`config.mk`:
```
export PLATFORM = sky130hd
export DESIGN_NAME = i2c_master_controller
export DESIGN_NICKNAME = d
export VERILOG_FILES = /design/src/rtl/i2c_master_controller.sv
export SDC_FILE = /design/constraint.sdc
export NUM_CORES = 1
export LEC_CHECK = 0
export ABC_CLOCK_PERIOD_IN_PS = 1780
export BUFFER_PORTS_ARGS = -buffer_cell sky130_fd_sc_hd__buf_2
export CAP_MARGIN = 20
export CORE_MARGIN = 3
export CORE_UTILIZATION = 49
export CTS_BUF_LIST = sky130_fd_sc_hd__clkbuf_16
export DETAILED_ROUTE_END_ITERATION = 8
export PLACE_DENSITY = 0.73
export SYNTH_ARGS = -nofsm -noshare
export SYNTH_HDL_FRONTEND = slang
export SYNTH_SLANG_ARGS = --single-unit
```
`constraint.sdc`:
```
create_clock -name clk -period 1.78 [get_ports clk]
set_input_delay 0.178 -clock clk [delete_from_list [all_inputs] [get_ports clk]]
set_output_delay 0.178 -clock clk [all_outputs]
set_load 0.05 [all_outputs]
```
`src/rtl/i2c_master_controller.sv`:
```
// Byte-oriented I2C master: single-register write/read with open-drain SCL/SDA enables.
// Optional clock stretching is enabled with `define I2C_MASTER_CLK_STRETCH_EN.
module i2c_master_controller #(
  parameter int unsigned CLK_DIV = 4
) (
  input  logic       clk,
  input  logic       rst,
  input  logic       start,
  input  logic       rw,
  input  logic [6:0] dev_addr,
  input  logic [7:0] reg_addr,
  input  logic [7:0] wr_data,
  output logic [7:0] rd_data,
  output logic       busy,
  output logic       done,
  output logic       ack_err,
  output logic       scl_oe,
  output logic       sda_oe,
  input  logic       scl_in,
  input  logic       sda_in
);

  localparam int unsigned DivW = (CLK_DIV > 1) ? $clog2(CLK_DIV) : 1;
  localparam logic [DivW-1:0] DivMax = DivW'(CLK_DIV - 1);

  typedef enum logic [3:0] {
    StIdle, StStart, StAddr, StAddrAck, StReg, StRegAck, StWdata, StWdataAck,
    StRstart, StRaddr, StRaddrAck, StRdata, StMnack, StStop
  } state_e;

  state_e          state_q, state_d;
  logic [DivW-1:0] div_q, div_d;
  logic [1:0]      qtr_q, qtr_d;
  logic [2:0]      bit_q, bit_d;
  logic            rw_q, rw_d;
  logic [6:0]      dev_q, dev_d;
  logic [7:0]      reg_q, reg_d;
  logic [7:0]      wdat_q, wdat_d;
  logic [7:0]      shift_q, shift_d;
  logic [7:0]      rd_data_q, rd_data_d;
  logic            smp_q, smp_d;
  logic            ack_err_q, ack_err_d;
  logic            done_q, done_d;
  logic            stall;
  logic [7:0]      tx_byte;

`ifdef I2C_MASTER_CLK_STRETCH_EN
  // SCL is always released in q2/q3, so a low pad level there means the target is stretching.
  assign stall = (state_q != StIdle) && qtr_q[1] && !scl_in;
`else
  logic unused_scl_in;
  assign unused_scl_in = scl_in;
  assign stall = 1'b0;
`endif

  always_ff @(posedge clk) begin
    if (rst) begin
      state_q   <= StIdle;
      div_q     <= '0;
      qtr_q     <= 2'd0;
      bit_q     <= 3'd7;
      rw_q      <= 1'b0;
      dev_q     <= 7'd0;
      reg_q     <= 8'd0;
      wdat_q    <= 8'd0;
      shift_q   <= 8'd0;
      rd_data_q <= 8'd0;
      smp_q     <= 1'b1;
      ack_err_q <= 1'b0;
      done_q    <= 1'b0;
    end else begin
      state_q   <= state_d;
      div_q     <= div_d;
      qtr_q     <= qtr_d;
      bit_q     <= bit_d;
      rw_q      <= rw_d;
      dev_q     <= dev_d;
      reg_q     <= reg_d;
      wdat_q    <= wdat_d;
      shift_q   <= shift_d;
      rd_data_q <= rd_data_d;
      smp_q     <= smp_d;
      ack_err_q <= ack_err_d;
      done_q    <= done_d;
    end
  end

  always_comb begin
    state_d   = state_q;
    div_d     = div_q;
    qtr_d     = qtr_q;
    bit_d     = bit_q;
    rw_d      = rw_q;
    dev_d     = dev_q;
    reg_d     = reg_q;
    wdat_d    = wdat_q;
    shift_d   = shift_q;
    rd_data_d = rd_data_q;
    smp_d     = smp_q;
    ack_err_d = ack_err_q;
    done_d    = 1'b0;
    if (state_q == StIdle) begin
      div_d = '0;
      qtr_d = 2'd0;
      bit_d = 3'd7;
      if (start) begin
        rw_d      = rw;
        dev_d     = dev_addr;
        reg_d     = reg_addr;
        wdat_d    = wr_data;
        ack_err_d = 1'b0;
        state_d   = StStart;
      end
    end else if (!stall) begin
      if (qtr_q == 2'd3 && div_q == '0) begin
        smp_d = sda_in;
        if (state_q == StRdata) shift_d = {shift_q[6:0], sda_in};
      end
      if (div_q != DivMax) begin
        div_d = div_q + DivW'(1);
      end else begin
        div_d = '0;
        qtr_d = qtr_q + 2'd1;
        if (qtr_q == 2'd3) begin
          bit_d = 3'd7;
          case (state_q)
            StStart:    state_d = StAddr;
            StAddr:     if (bit_q == 3'd0) state_d = StAddrAck; else bit_d = bit_q - 3'd1;
            StReg:      if (bit_q == 3'd0) state_d = StRegAck; else bit_d = bit_q - 3'd1;
            StWdata:    if (bit_q == 3'd0) state_d = StWdataAck; else bit_d = bit_q - 3'd1;
            StRaddr:    if (bit_q == 3'd0) state_d = StRaddrAck; else bit_d = bit_q - 3'd1;
            StRdata: begin
              if (bit_q == 3'd0) begin
                state_d   = StMnack;
                rd_data_d = shift_d;
              end else begin
                bit_d = bit_q - 3'd1;
              end
            end
            StAddrAck, StRegAck, StWdataAck, StRaddrAck: begin
              if (smp_d) begin
                ack_err_d = 1'b1;
                state_d   = StStop;
              end else if (state_q == StAddrAck) begin
                state_d = StReg;
              end else if (state_q == StRegAck) begin
                state_d = rw_q ? StRstart : StWdata;
              end else if (state_q == StRaddrAck) begin
                state_d = StRdata;
              end else begin
                state_d = StStop;
              end
            end
            StRstart:   state_d = StRaddr;
            StMnack:    state_d = StStop;
            StStop: begin
              state_d = StIdle;
              done_d  = 1'b1;
            end
            default:    state_d = StIdle;
          endcase
        end
      end
    end
  end

  always_comb begin
    tx_byte = 8'hFF;
    scl_oe  = 1'b0;
    sda_oe  = 1'b0;
    case (state_q)
      StAddr:  tx_byte = {dev_q, 1'b0};
      StReg:   tx_byte = reg_q;
      StWdata: tx_byte = wdat_q;
      StRaddr: tx_byte = {dev_q, 1'b1};
      default: tx_byte = 8'hFF;
    endcase
    case (state_q)
      StIdle:  ;
      StStart: sda_oe = qtr_q[1];
      StAddr, StReg, StWdata, StRaddr: begin
        scl_oe = !qtr_q[1];
        sda_oe = !tx_byte[bit_q];
      end
      StRstart: begin
        scl_oe = !qtr_q[1];
        sda_oe = (qtr_q == 2'd3);
      end
      StStop: begin
        scl_oe = !qtr_q[1];
        sda_oe = (qtr_q != 2'd3);
      end
      default: scl_oe = !qtr_q[1];
    endcase
  end

  assign busy    = (state_q != StIdle);
  assign done    = done_q;
  assign ack_err = ack_err_q;
  assign rd_data = rd_data_q;

endmodule

```
# --- Word level (Yosys, flattened, before mapping) ---
# Index checks and enable logic that the tools add are counted.
totals:
  regBits: 54
  inputBits: 29
  output_inout_bits: 13
classes:
  n_addsub: 3
  order_cmp: 1
  eq_ne: 23
  muxes: 33
  bitwise_logic: 3
  reduce_logical: 22
ops:
  columns: ["op", "count"]
  rows:
  - ["4-bit two-way mux", 13]
  - ["4-bit case mux with 9 select lines", 1]
  - ["8-bit case mux with 4 select lines", 1]
  - ["4-bit equality test (second input constant)", 6]
  - ["4-bit by 3-bit equality test with 1-bit output (second input constant)", 4]
  - ["8-bit two-way mux", 2]
  - ["3-bit != test (second input constant)", 4]
  - ["4-bit OR reduction", 3]
  - ["1-bit two-way mux", 11]
  - ["5-bit AND reduction", 2]
  - ["3-bit two-way mux", 3]
  - ["4-bit by 2-bit equality test with 1-bit output (second input constant)", 2]
  - ["2-bit != test (second input constant)", 4]
  - ["8-bit AND reduction", 1]
  - ["2-bit nonzero test", 3]
  - ["5-bit OR reduction", 1]
  - ["2-bit by 1-bit adder with 2-bit output (second input constant)", 2]
  - ["4-bit by 1-bit equality test with 1-bit output (second input constant)", 1]
  - ["4-bit zero test", 1]
  - ["3-bit by 4-bit < comparator with 1-bit output (second input constant)", 1]
  - ["1-bit case mux with 4 select lines", 1]
  - ["2-bit AND reduction", 2]
  - ["4-bit nonzero test", 1]
  - ["2-bit OR reduction", 2]
  - ["other kinds (10)", 13]

# --- Longest topological paths before layout ---
# Gate-level depths: netlist of run 1.
logic_depth:
  depth_word: 9
  mapped_depth: 8
  depth_no_buf: 7

# --- Worst setup path before layout of run 1 ---
# Ideal clock, no wire load.
synth_timing:
  kind: "register -> output"
  start: "reg state_q[1]"
  end: "out sda_oe"
  arrival_time_ns: 2.177
  required_ns: 1.602
  path_slack_ns: -0.575
  stages_incl_launch_ff: 7
  path_cell_list: "dfxtp_1 buf_2 buf_2 mux2_2 a221oi_1 nor4_1 o221ai_1"
synth_via:
  elab_chain_cells: 6
  word_cells_on_any_way: 13
  classes_between: "eq/ne: 7; mux: 4; reduce/logical: 2"
synth_rtl:
  columns: ["element", "line_no", "text"]
  rows:
  - ["start, declared", "31", "state_e state_q, state_d;"]
  - ["start signal, assigned", "58", "state_q <= StIdle;"]
  - ["start signal, assigned", "72", "state_q <= state_d;"]
  - ["4-bit equality test (tied with other cells)", "171, 178", null]
  - ["8-bit case mux with 4 select lines", "171", "case (state_q)"]
  - ["1-bit binary-select mux with 3-bit select", "183", "sda_oe = !tx_byte[bit_q];"]
  - ["1-bit two-way mux (not written as such)", "183", null]
  - ["1-bit zero test", "183", null]
  - ["1-bit case mux with 4 select lines *", "178", "case (state_q)"]
  - ["end, declared", "18", "output logic sda_oe,"]
# Mark *: on every way between the ends. The rest lies on a longest branch, timed or not. The select of a mux whose other input is x is not followed.

# --- Worst setup path in the final report of run 1 ---
layout_timing:
  start: "reg state_q[2]"
  end: "out sda_oe"
# The elaborated chain is that of the path after synthesis.

==> flow_summary.json, run 1 <==
{
  "place.gp.congestion": 0.900,
  "ys_types": 51,
  "n_antenna_cell": 0,
  "power_switching_w": 0.000580,
  "cp.buffers_inverters": 1,
  "maxSlewViolCount": 0,
  "ys_seq_elements": 54,
  "gr-usage-met1_pct": 28.5,
  "die_y_um": 78.8,
  "die_area_um2": 6200,
  "min_path_type": "primary input to register",
  "crit_type": "register to primary output",
  "startpoint_type": "register",
  "design_area_um2": 3490,
  "cellLeakagePower_nw": 1.45,
  "cp_data_arrival_time_ns": 1.95,
  "busiest_layer": "met2",
  "synthArstFlopShare_pct": 0,
  "hpwl_um": 4350,
  "finalHoldViolations": 0,
  "critical_path.endpoint": "sda_oe",
  "cap_violations": 0,
  "groute.layer.met2.usage_pct": 36.8,
  "pre_cts_ws_ns": -0.244,
  "ios": 42,
  "postSynthNetCount": 344,
  "cp.required_ns": 1.60,
  "layout-drive-gt1-share_pct": 34.0,
  "ys.flop_type": "dfxtp_1",
  "combPwrFrac_pct": 8.6,
  "crit_start": "state_q[2]$_SDFFE_PP0P_",
  "clockRootBuffer": "clkbuf_16",
  "worst_pin_slew_ns": 0.507,
  "grt_start_max_net_pins": 26,
  "start_util_pct": 52.8,
  "placed_cells": 430,
  "tritoncts": "yes",
  "grtUsageTotal_pct": 22.1,
  "ff_latch_area_um2": 1100,
  "fmaxAchievable_mhz": 471,
  "reg2reg_from": "state_q[2]$_SDFFE_PP0P_",
  "ctsLongestPathBuffers": 2,
  "remaining_drc_errors": 0,
  "wl_per_cell_um": 15.1,
  "layout_worst_path_cycle_share_pct": 119,
  "rsz0062_at_grt": "true",
  "viasPerCell": 5.54,
  "syn_avg_cell_area_um2": 8.37,
  "yosysMostFrequentCell": "nand2_1",
  "synth_cells": 310,
  "area_growth_pct": 34.6,
  "crit_fanout": 8,
  "intPower_w": 0.00200,
  "period_needed_ns": 2.12,
  "relSlewSlack_pct": 66.2,
  "netlist_top_cells_area": "dfxtp_1, nand2_1, a21oi_1",
  "yosys.area.top_type_share_pct": 41.7,
  "core_um2": 4910,
  "multi_input_area_um2": 1530,
  "netSwitchingFraction_pct": 22.5,
  "fin_cells": 446,
  "ant_nets": 0,
  "clk_pin_slew_ns": 0.07,
  "fin_skew_ns": 0.00642,
  "htree_levels": 2,
  "powerDensity_nw_per_um2": 739,
  "fillerInstances": 381,
  "power_frac_clock_pct": 42.3,
  "synth_commonest_cells": "nand2_1, dfxtp_1, a21oi_1",
  "use_met3_pct": 4.31,
  "cts_buffers": 5,
  "r2r_setup_slack_ns": 0.02,
  "rr_endpoint": "state_q[1]$_SDFFE_PP0P_",
  "grt_pass1_wl_um": 11000,
  "peakVddDrop_uv": 466,
  "status": "complete, but fails checks",
  "io_buffers": 40,
  "yosysWarnings": 0,
  "cp.depth": 6,
  "drt_iter0_markers": 190,
  "path_cells": "nor3b_4, a21oi_2, o311a_1, a211oi_2, o221ai_4, buf_6",
  "cp-end-kind": "primary output",
  "place_area_um2": 3120,
  "drt_wl_total_um": 6750,
  "synthesis.area_um2": 2590,
  "crit_path_top_delay_cell": "dfxtp_4",
  "rr_worst_depth": 7,
  "violations": "setup timing",
  "crit_family": "compound AO/OA/AOI/OAI gates",
  "synth_edf_count": 0,
  "p_seq_share_pct": 49.1,
  "grt_overflow": 0,
  "cts_num_sinks": 54,
  "yosys.area.top_type": "dfxtp_1",
  "die_x_um": 78.8,
  "row_count": 25,
  "nets": 412,
  "finalWorstSetupSlack_ns": -0.343,
  "num_vias": 2470,
  "antenna_found_initial": 0,
  "first_global_vias": 2358,
  "insertion_delay_ns": 0.29,
  "yosysSeqAreaShare_pct": 41.7,
  "setup_viol": 1,
  "critPathMaxStageDelay_ns": 0.40,
  "first_pass_iters": 4
}
-- placed cells by master, fill, tap and decap left out, types with 3 or more instances in the layout --
cell and instances:
ha_1 4, a211oi_1 9, nor3b_1 3, mux2i_1 10
a21oi_1 29, nand2_2 4, a31oi_1 4, buf_2 38
nor2_1 27, nor3_1 3, inv_1 10, buf_12 3
buf_4 33, dfxtp_1 50, o22ai_1 3, a21o_1 3
buf_6 7, mux2_2 7, nand2_1 60, and3_1 3
dfxtp_4 4, clkbuf_16 5, nand3_1 6
-- worst register-to-register path: stages, from the launching register on --
cell and delay, ns:
dfxtp_4 0.40, and3b_1 0.22, buf_4 0.15, o21bai_4 0.19, a211oi_4 0.30, buf_6 0.16, nor2_1 0.04, nor3_1 0.21
-- registers in the layout, summed over array words and instances, names as in the netlist, 2 cells and up --
name and count:
div_q 2, state_q 4, wdat_q 8, bit_q 3, qtr_q 2, rd_data 8, dev_q 7, shift_q 8
reg_q 8
-- final cells by class --
type | instances | area share, %
Clock buffer | 5 | 3.58
Clock inverter | 3 | 1.15
Inverter | 11 | 1.18
Multi-Input combinational cell | 225 | 43.8
Sequential cell | 54 | 31.4
Tap cell | 67 | 2.40
Timing Repair Buffer | 81 | 16.5
-- per-layer routing --
layer	part of all wire, %	wire, um
met4	1.5	101
met2	50	3350
met3	4.7	320
met1	44	2980
met5	0	0
-- through the flow --
stage	hold WS [ns]	power (W)	utilization (%)	TNS (ns)
2_1_floorplan	0.314	0.00142	-	-0.0333
3_3_place_gp	0.418	0.00149	63.4	-0.168
3_5_place_dp	0.423	0.00149	63.4	-0.296
4_1_cts	0.114	0.00258	69.0	-0.335
5_1_grt	0.120	0.00268	71.1	-0.465
6_report	0.114	0.00258	71.1	-0.343
-- timing repair --
action | 4_1_cts | 5_1_grt
hold buffers | 0 | 0
gates resized for setup | 21 | 15
buffers inserted | 5 | 3
pin swaps | 7 | 7
gates cloned | 0 | 0
setup endpoints to repair | 10 | 13
endpoints found under the hold margin | 0 | 0
-- logic make-up after synthesis --
kind of cell    share of synthesized area (%)
simple gates                             22.7
fa+ha+maj                                2.41
flops                                    41.7
compound gates                           21.1
mux                                      6.90
xor+xnor                                0.338
buf+inv                                  4.87
-- power by group through the flow --
| stage | sequential [W] | combinational, W | clock, W |
|---|---|---|---|
| after floorplan | 0.00129 | 0.000131 | 0 |
| after global placement | 0.00130 | 0.000194 | 0 |
| after detailed placement | 0.00130 | 0.000195 | 0 |
| after CTS | 0.00127 | 0.000216 | 0.00110 |
| after global routing | 0.00127 | 0.000246 | 0.00116 |
| final | 0.00127 | 0.000223 | 0.00109 |
-- worst min-delay path by stage --
stage | end | start | slack, ns | cells past startpoint
final | wdat_q[1]$_SDFFE_PP0P_ | wr_data[1] | 0.11 | 3
after global routing | reg_q[3]$_SDFFE_PP0P_ | reg_addr[3] | 0.12 | 3
after CTS | wdat_q[1]$_SDFFE_PP0P_ | wr_data[1] | 0.11 | 3
after detailed placement | dev_q[4]$_SDFFE_PP0P_ | dev_addr[4] | 0.42 | 3
after global placement | dev_q[5]$_SDFFE_PP0P_ | dev_addr[5] | 0.42 | 3
after floorplan | reg_q[1]$_SDFFE_PP0P_ | reg_addr[1] | 0.31 | 2
Note: power is estimated with default switching activity, not from simulation.
==> run 2: changes to the inputs <==
CORE_UTILIZATION = 50   (was 49)
CTS_CLUSTER_SIZE = 24   (was default)
PLACE_DENSITY = 0.75   (was 0.73)
==> run 2 against run 1 <==
The run still ends with setup timing left. Total power increased by 1.4%. Sequential share of layout area about the same. Critical path depth increased by 1. Critical endpoint unchanged. Highest routed layer unchanged.
==> flow_summary.json, run 2 (synthesis gave the netlist of run 1 again) <==
{
  "status": "complete, but fails checks",
  "violations": "setup timing",
  "crit_fanout": 3,
  "reg2reg_from": "state_q[2]$_SDFFE_PP0P_",
  "fillerInstances": 380,
  "grtUsageTotal_pct": 21.9,
  "power_w": 0.00262,
  "core_um2": 4880,
  "fin_skew_ns": 0.00533,
  "grt_overflow": 0,
  "die_x_um": 78.0,
  "drt_iter0_markers": 184,
  "num_vias": 2452,
  "row_count": 25,
  "min_from": "wr_data[2]",
  "clk_pin_slew_ns": 0.07,
  "crit_type": "register to primary output",
  "place_area_um2": 3140,
  "ant_nets": 0,
  "insertion_delay_ns": 0.29,
  "hold_buffers": 0,
  "place.gp.congestion": 0.855,
  "hpwl_um": 4450,
  "grt_start_max_net_pins": 30,
  "ctsLongestPathBuffers": 2,
  "die_y_um": 78.0,
  "finalWorstSetupSlack_ns": -0.371,
  "grt_pass1_wl_um": 10700,
  "drt_wl_total_um": 6430,
  "cts_num_sinks": 54,
  "n_antenna_cell": 0,
  "cp-end-kind": "primary output",
  "fmaxAchievable_mhz": 465,
  "first_global_vias": 2291,
  "layout_worst_path_cycle_share_pct": 121,
  "remaining_drc_errors": 0,
  "cp.required_ns": 1.60,
  "min_path_type": "primary input to register",
  "design_area_um2": 3480,
  "cp_data_arrival_time_ns": 1.97,
  "first_pass_iters": 6,
  "layout-drive-gt1-share_pct": 34.9,
  "htree_levels": 2,
  "ios": 42,
  "nets": 411,
  "final_cell_mix": "nand2_1, dfxtp_1, buf_2",
  "io_buffers": 40,
  "die_area_um2": 6090,
  "hold_depth": 3,
  "startpoint_type": "register",
  "wl_per_cell_um": 14.5,
  "finalHoldViolations": 0,
  "cap_violations": 0,
  "peakVddDrop_uv": 797,
  "cellLeakagePower_nw": 1.45,
  "tritoncts": "yes",
  "setup_viol": 1,
  "final_common_cell": "nand2_1",
  "area_growth_pct": 34.1,
  "r2r_setup_slack_ns": 0.04,
  "crit_start": "qtr_q[0]$_SDFFE_PP0P_",
  "antenna_found_initial": 0,
  "rr_endpoint": "state_q[3]$_SDFFE_PP0P_",
  "relSlewSlack_pct": 69.7,
  "min_to": "wdat_q[2]$_SDFFE_PP0P_",
  "viasPerCell": 5.51,
  "postLayoutCoreUtil_pct": 71.3,
  "period_needed_ns": 2.15,
  "rsz0062_at_grt": "true",
  "start_util_pct": 53.2,
  "rr_worst_depth": 7,
  "cts_buffers": 5,
  "powerDensity_nw_per_um2": 752,
  "clockRootBuffer": "clkbuf_16",
  "worst_pin_slew_ns": 0.454,
  "maxSlewViolCount": 0
}
[run 2: changes by cell type in the layout (fill, tap and decap cells not counted), moves of 2 or more]
cell / previous run / this run
inv_6: 0 / 2
dfxtp_4: 4 / 2
dfxtp_2: 0 / 2
a221oi_4: 2 / 0
a221oi_2: 1 / 3
clkinv_2: 2 / 0
[run 2: per-stage QoR]
stage	TNS (ns)	instances	setup slack (ns)	hold slack, ns
final	-0.371	445	-0.371	0.121
after global routing	-0.536	445	-0.471	0.122
after CTS	-0.397	442	-0.377	0.117
after detailed placement	-0.177	432	-0.173	0.423
after global placement	-0.123	432	-0.123	0.419
after floorplan	-0.0333	310	-0.0333	0.314
[run 2: where the power goes]
group	leakage (nW)	switching [W]	internal, W
Clock	0.0848	0.000444	0.000674
Combinational	0.925	0.000121	0.000109
Sequential	0.442	0.0000265	0.00124
[run 2: what timing repair did]
item,CTS,global route
setup buffers,2,4
gates resized for setup,17,18
gates cloned,0,0
setup endpoints to repair,5,47
pin swaps,3,6
[run 2: area by class of cell]
cell class              instances  area, um^2  share of cell area (%)
repair buffers                 80         578                    16.6
clock inverters                 3        47.5                    1.37
inverters                      11        41.3                    1.19
clock buffers                   5         125                    3.60
multi-input cells             225        1510                    43.4
well taps                      67        83.8                    2.41
flip-flops and latches         54        1090                    31.4
[run 2: worst max-delay path, stage by stage (launching register included)]
cell	delay (ns)
dfxtp_1	0.34
ha_2	0.21
and3b_1	0.17
o21ai_1	0.16
a21oi_2	0.12
nor4_4	0.33
o221ai_4	0.17
buf_6	0.18
[run 2: routing by layer]
| layer | vias up | global-route usage [%] | routed length (um) |
|---|---|---|---|
| met2 | 64 | 38.8 | 3260 |
| met3 | 12 | 3.44 | 272 |
| li1 | 1224 | - | - |
| met1 | 1152 | 27.4 | 2800 |
| met4 | 0 | 6.47 | 99 |
| met5 | - | 0 | 0 |
[run 2: worst max path at each step]
| stage | endpoint | cells past startpoint |
|---|---|---|
| after global routing | sda_oe | 7 |
| after floorplan | sda_oe | 6 |
| final | sda_oe | 7 |
| after CTS | sda_oe | 7 |
| after detailed placement | sda_oe | 7 |
| after global placement | sda_oe | 7 |
==> run 3: changes to the inputs <==
ABC_AREA = 1   (was default)
==> run 3 against run 2 <==
The run still ends with setup timing left. Core utilization up 1.9 points. Via count up 13%. Highest routed layer unchanged. Routed wire length up 9.6%. First-iteration DRC count up 51%. Critical path type unchanged. Critical path depth up 6. Global-route usage up 0.43 points. Sequential power up 6%.
==> flow_summary.json, run 3 <==
{
  "cp-end-kind": "primary output",
  "p_seq_share_pct": 42.0,
  "core_um2": 4880,
  "crit_type": "register to primary output",
  "grtUsageTotal_pct": 22.3,
  "row_count": 25,
  "num_vias": 2773,
  "ys_types": 33,
  "tritoncts": "yes",
  "hold_buffers": 0,
  "relSlewSlack_pct": 63.7,
  "fin_skew_ns": 0.00344,
  "wl_per_cell_um": 13.9,
  "path_cells": "buf_6, nor2_4, buf_6, nand3_1, nand2_1, inv_1, nand3_2, nand3_2, nand3_1, nand2_1, nand2_2, nand2_2, buf_8",
  "ios": 42,
  "area_growth_pct": 36.5,
  "syn_avg_cell_area_um2": 7.12,
  "ctsLongestPathBuffers": 2,
  "htree_levels": 2,
  "yosysMostFrequentCell": "nand2_1",
  "postLayoutCoreUtil_pct": 73.1,
  "critPathMaxStageDelay_ns": 0.34,
  "min_path_type": "primary input to register",
  "first_global_vias": 2460,
  "startpoint_type": "register",
  "ys_seq_elements": 54,
  "nets": 474,
  "first_pass_iters": 6,
  "crit_family": "simple AND/OR/NAND/NOR gates",
  "ant_nets": 0,
  "crit_fanout": 4,
  "fmaxAchievable_mhz": 497,
  "clockRootBuffer": "clkbuf_16",
  "cellLeakagePower_nw": 1.59,
  "final_cell_mix": "nand2_1, dfxtp_1, a21oi_1",
  "clk_pin_slew_ns": 0.07,
  "synth_cells": 367,
  "viasPerCell": 5.46,
  "fillerInstances": 384,
  "final_common_cell": "nand2_1",
  "die_area_um2": 6130,
  "period_needed_ns": 2.01,
  "cap_violations": 0,
  "powerDensity_nw_per_um2": 896,
  "power_switching_w": 0.00102,
  "status": "complete, but fails checks",
  "setup_tns_ns": -0.247,
  "yosys.area.top_type_share_pct": 41.4,
  "io_buffers": 40,
  "cp.buffers_inverters": 4,
  "grt_overflow": 0,
  "rsz0062_at_grt": "true",
  "yosysSeqAreaShare_pct": 41.4,
  "yosysWarnings": 0,
  "netSwitchingFraction_pct": 32.0,
  "synth_commonest_cells": "nand2_1, dfxtp_1, a21oi_1, nand3_1, nor2_1",
  "layout-drive-gt1-share_pct": 34.5,
  "postSynthNetCount": 401,
  "hpwl_um": 4770,
  "layout_worst_path_cycle_share_pct": 113,
  "combPwrFrac_pct": 26.7,
  "maxSlewViolCount": 0,
  "die_x_um": 78.3,
  "intPower_w": 0.00217,
  "fin_hold_ws_ns": 0.148,
  "ys.flop_type": "dfxtp_1",
  "drt_wl_total_um": 7050,
  "grt_pass1_wl_um": 11100,
  "peakVddDrop_uv": 513,
  "synthArstFlopShare_pct": 0,
  "start_util_pct": 53.6,
  "netlist_top_cells_area": "dfxtp_1, nand2_1, a21oi_1",
  "yosys.area.top_type": "dfxtp_1",
  "grt_start_max_net_pins": 28,
  "drt_iter0_markers": 278,
  "crit_path_top_delay_cell": "dfxtp_2",
  "setup_viol": 2,
  "worst_pin_slew_ns": 0.544,
  "antenna_found_initial": 0,
  "place.gp.congestion": 0.918,
  "die_y_um": 78.3,
  "cts_buffers": 5,
  "n_antenna_cell": 0,
  "synthesis.area_um2": 2610,
  "synth_edf_count": 0,
  "cts_num_sinks": 54,
  "power_frac_clock_pct": 31.3,
  "cp_data_arrival_time_ns": 1.84,
  "finalWorstSetupSlack_ns": -0.234,
  "cp.required_ns": 1.60,
  "power_w": 0.00320,
  "finalHoldViolations": 0,
  "insertion_delay_ns": 0.29,
  "remaining_drc_errors": 0,
  "violations": "setup timing"
}
-- run 3: cell types whose count changed after synthesis, moves of 5 or more --
cell,previous run,this run
o21ai_0,4,12
nand2_1,63,83
a211oi_1,9,0
mux2i_1,10,1
a221oi_1,5,0
mux2_2,7,0
a21oi_1,31,45
nor2_1,28,36
nand3_1,6,45
o21ai_1,0,7
clkbuf_1,12,7
inv_1,11,26
-- run 3: area by class of cell --
class	count	area (um^2)	share of cell area [%]
Tap cell	67	83.8	2.35
Clock inverter	3	28.8	0.806
Sequential cell	54	1090	30.6
Multi-Input combinational cell	266	1490	41.8
Clock buffer	5	125	3.51
Timing Repair Buffer	83	627	17.6
Inverter	30	120	3.37
-- run 3: tightest hold or removal path, cell delays in order --
cell and delay, ns:
buf_2 0.09, nand3_1 0.07, a21oi_1 0.06
-- run 3: cell families (layout without fill, tap and decap cells) --
logic type | after synthesis | in the layout | synth area share [%]
xor gates and xnor gates | 1 | 1 | 0.335
muxes | 1 | 1 | 0.383
AOI/OAI and AO/OA | 76 | 76 | 15.8
DFF | 54 | 54 | 41.4
buffers and inverters | 48 | 121 | 8.04
adders and majority gates | 5 | 5 | 2.39
and+or+nand+nor | 182 | 183 | 31.7
-- run 3: final timing paths --
check	startpoint	endpoint	slack, ns	depth (start not counted)
worst max-delay path	state_q[0]$_SDFFE_PP0P_	sda_oe	-0.23	13
worst min-delay path	reg_addr[7]	reg_q[7]$_SDFFE_PP0P_	0.15	3
worst min register to register	wdat_q[7]$_SDFFE_PP0P_	wdat_q[7]$_SDFFE_PP0P_	0.46	2
worst max register to register	state_q[2]$_SDFFE_PP0P_	rd_data[7]$_SDFFE_PP0P_	-0.01	10
-- run 3: metrics by stage --
stage | worst slack, ns | area (um^2) | std cells
after floorplan | 0.0583 | 2630 | 367
after global placement | 0.0407 | 3080 | 489
after detailed placement | 0.0163 | 3080 | 489
after CTS | -0.175 | 3350 | 501
after global routing | -0.355 | 3570 | 508
final | -0.234 | 3570 | 508
-- run 3: power by group through the flow --
stage	logic (W)	registers [W]	clock network, W
4_1_cts	0.000772	0.00134	0.00102
3_5_place_dp	0.000714	0.00136	0
3_3_place_gp	0.000703	0.00136	0
6_report	0.000853	0.00134	0.00100
2_1_floorplan	0.000468	0.00135	0
5_1_grt	0.000927	0.00135	0.00106
-- run 3: repair_timing --
item	in CTS	in global routing
cloned	1	0
pin swaps	15	12
endpoints found under the hold margin	0	0
setup buffers	3	7
endpoints found under the setup margin	2	21
resized for setup	28	49
-- run 3: layer usage --
| layer | track usage (%) | part of all wire, % | routed length [um] | up-vias |
|---|---|---|---|---|
| met3 | 4.59 | 6.5 | 458 | 16 |
| met2 | 36.2 | 48 | 3380 | 122 |
| li1 | - | - | - | 1355 |
| met1 | 30.0 | 44 | 3110 | 1280 |
| met5 | 0 | 0 | 0 | - |
| met4 | 6.64 | 1.4 | 97 | 0 |
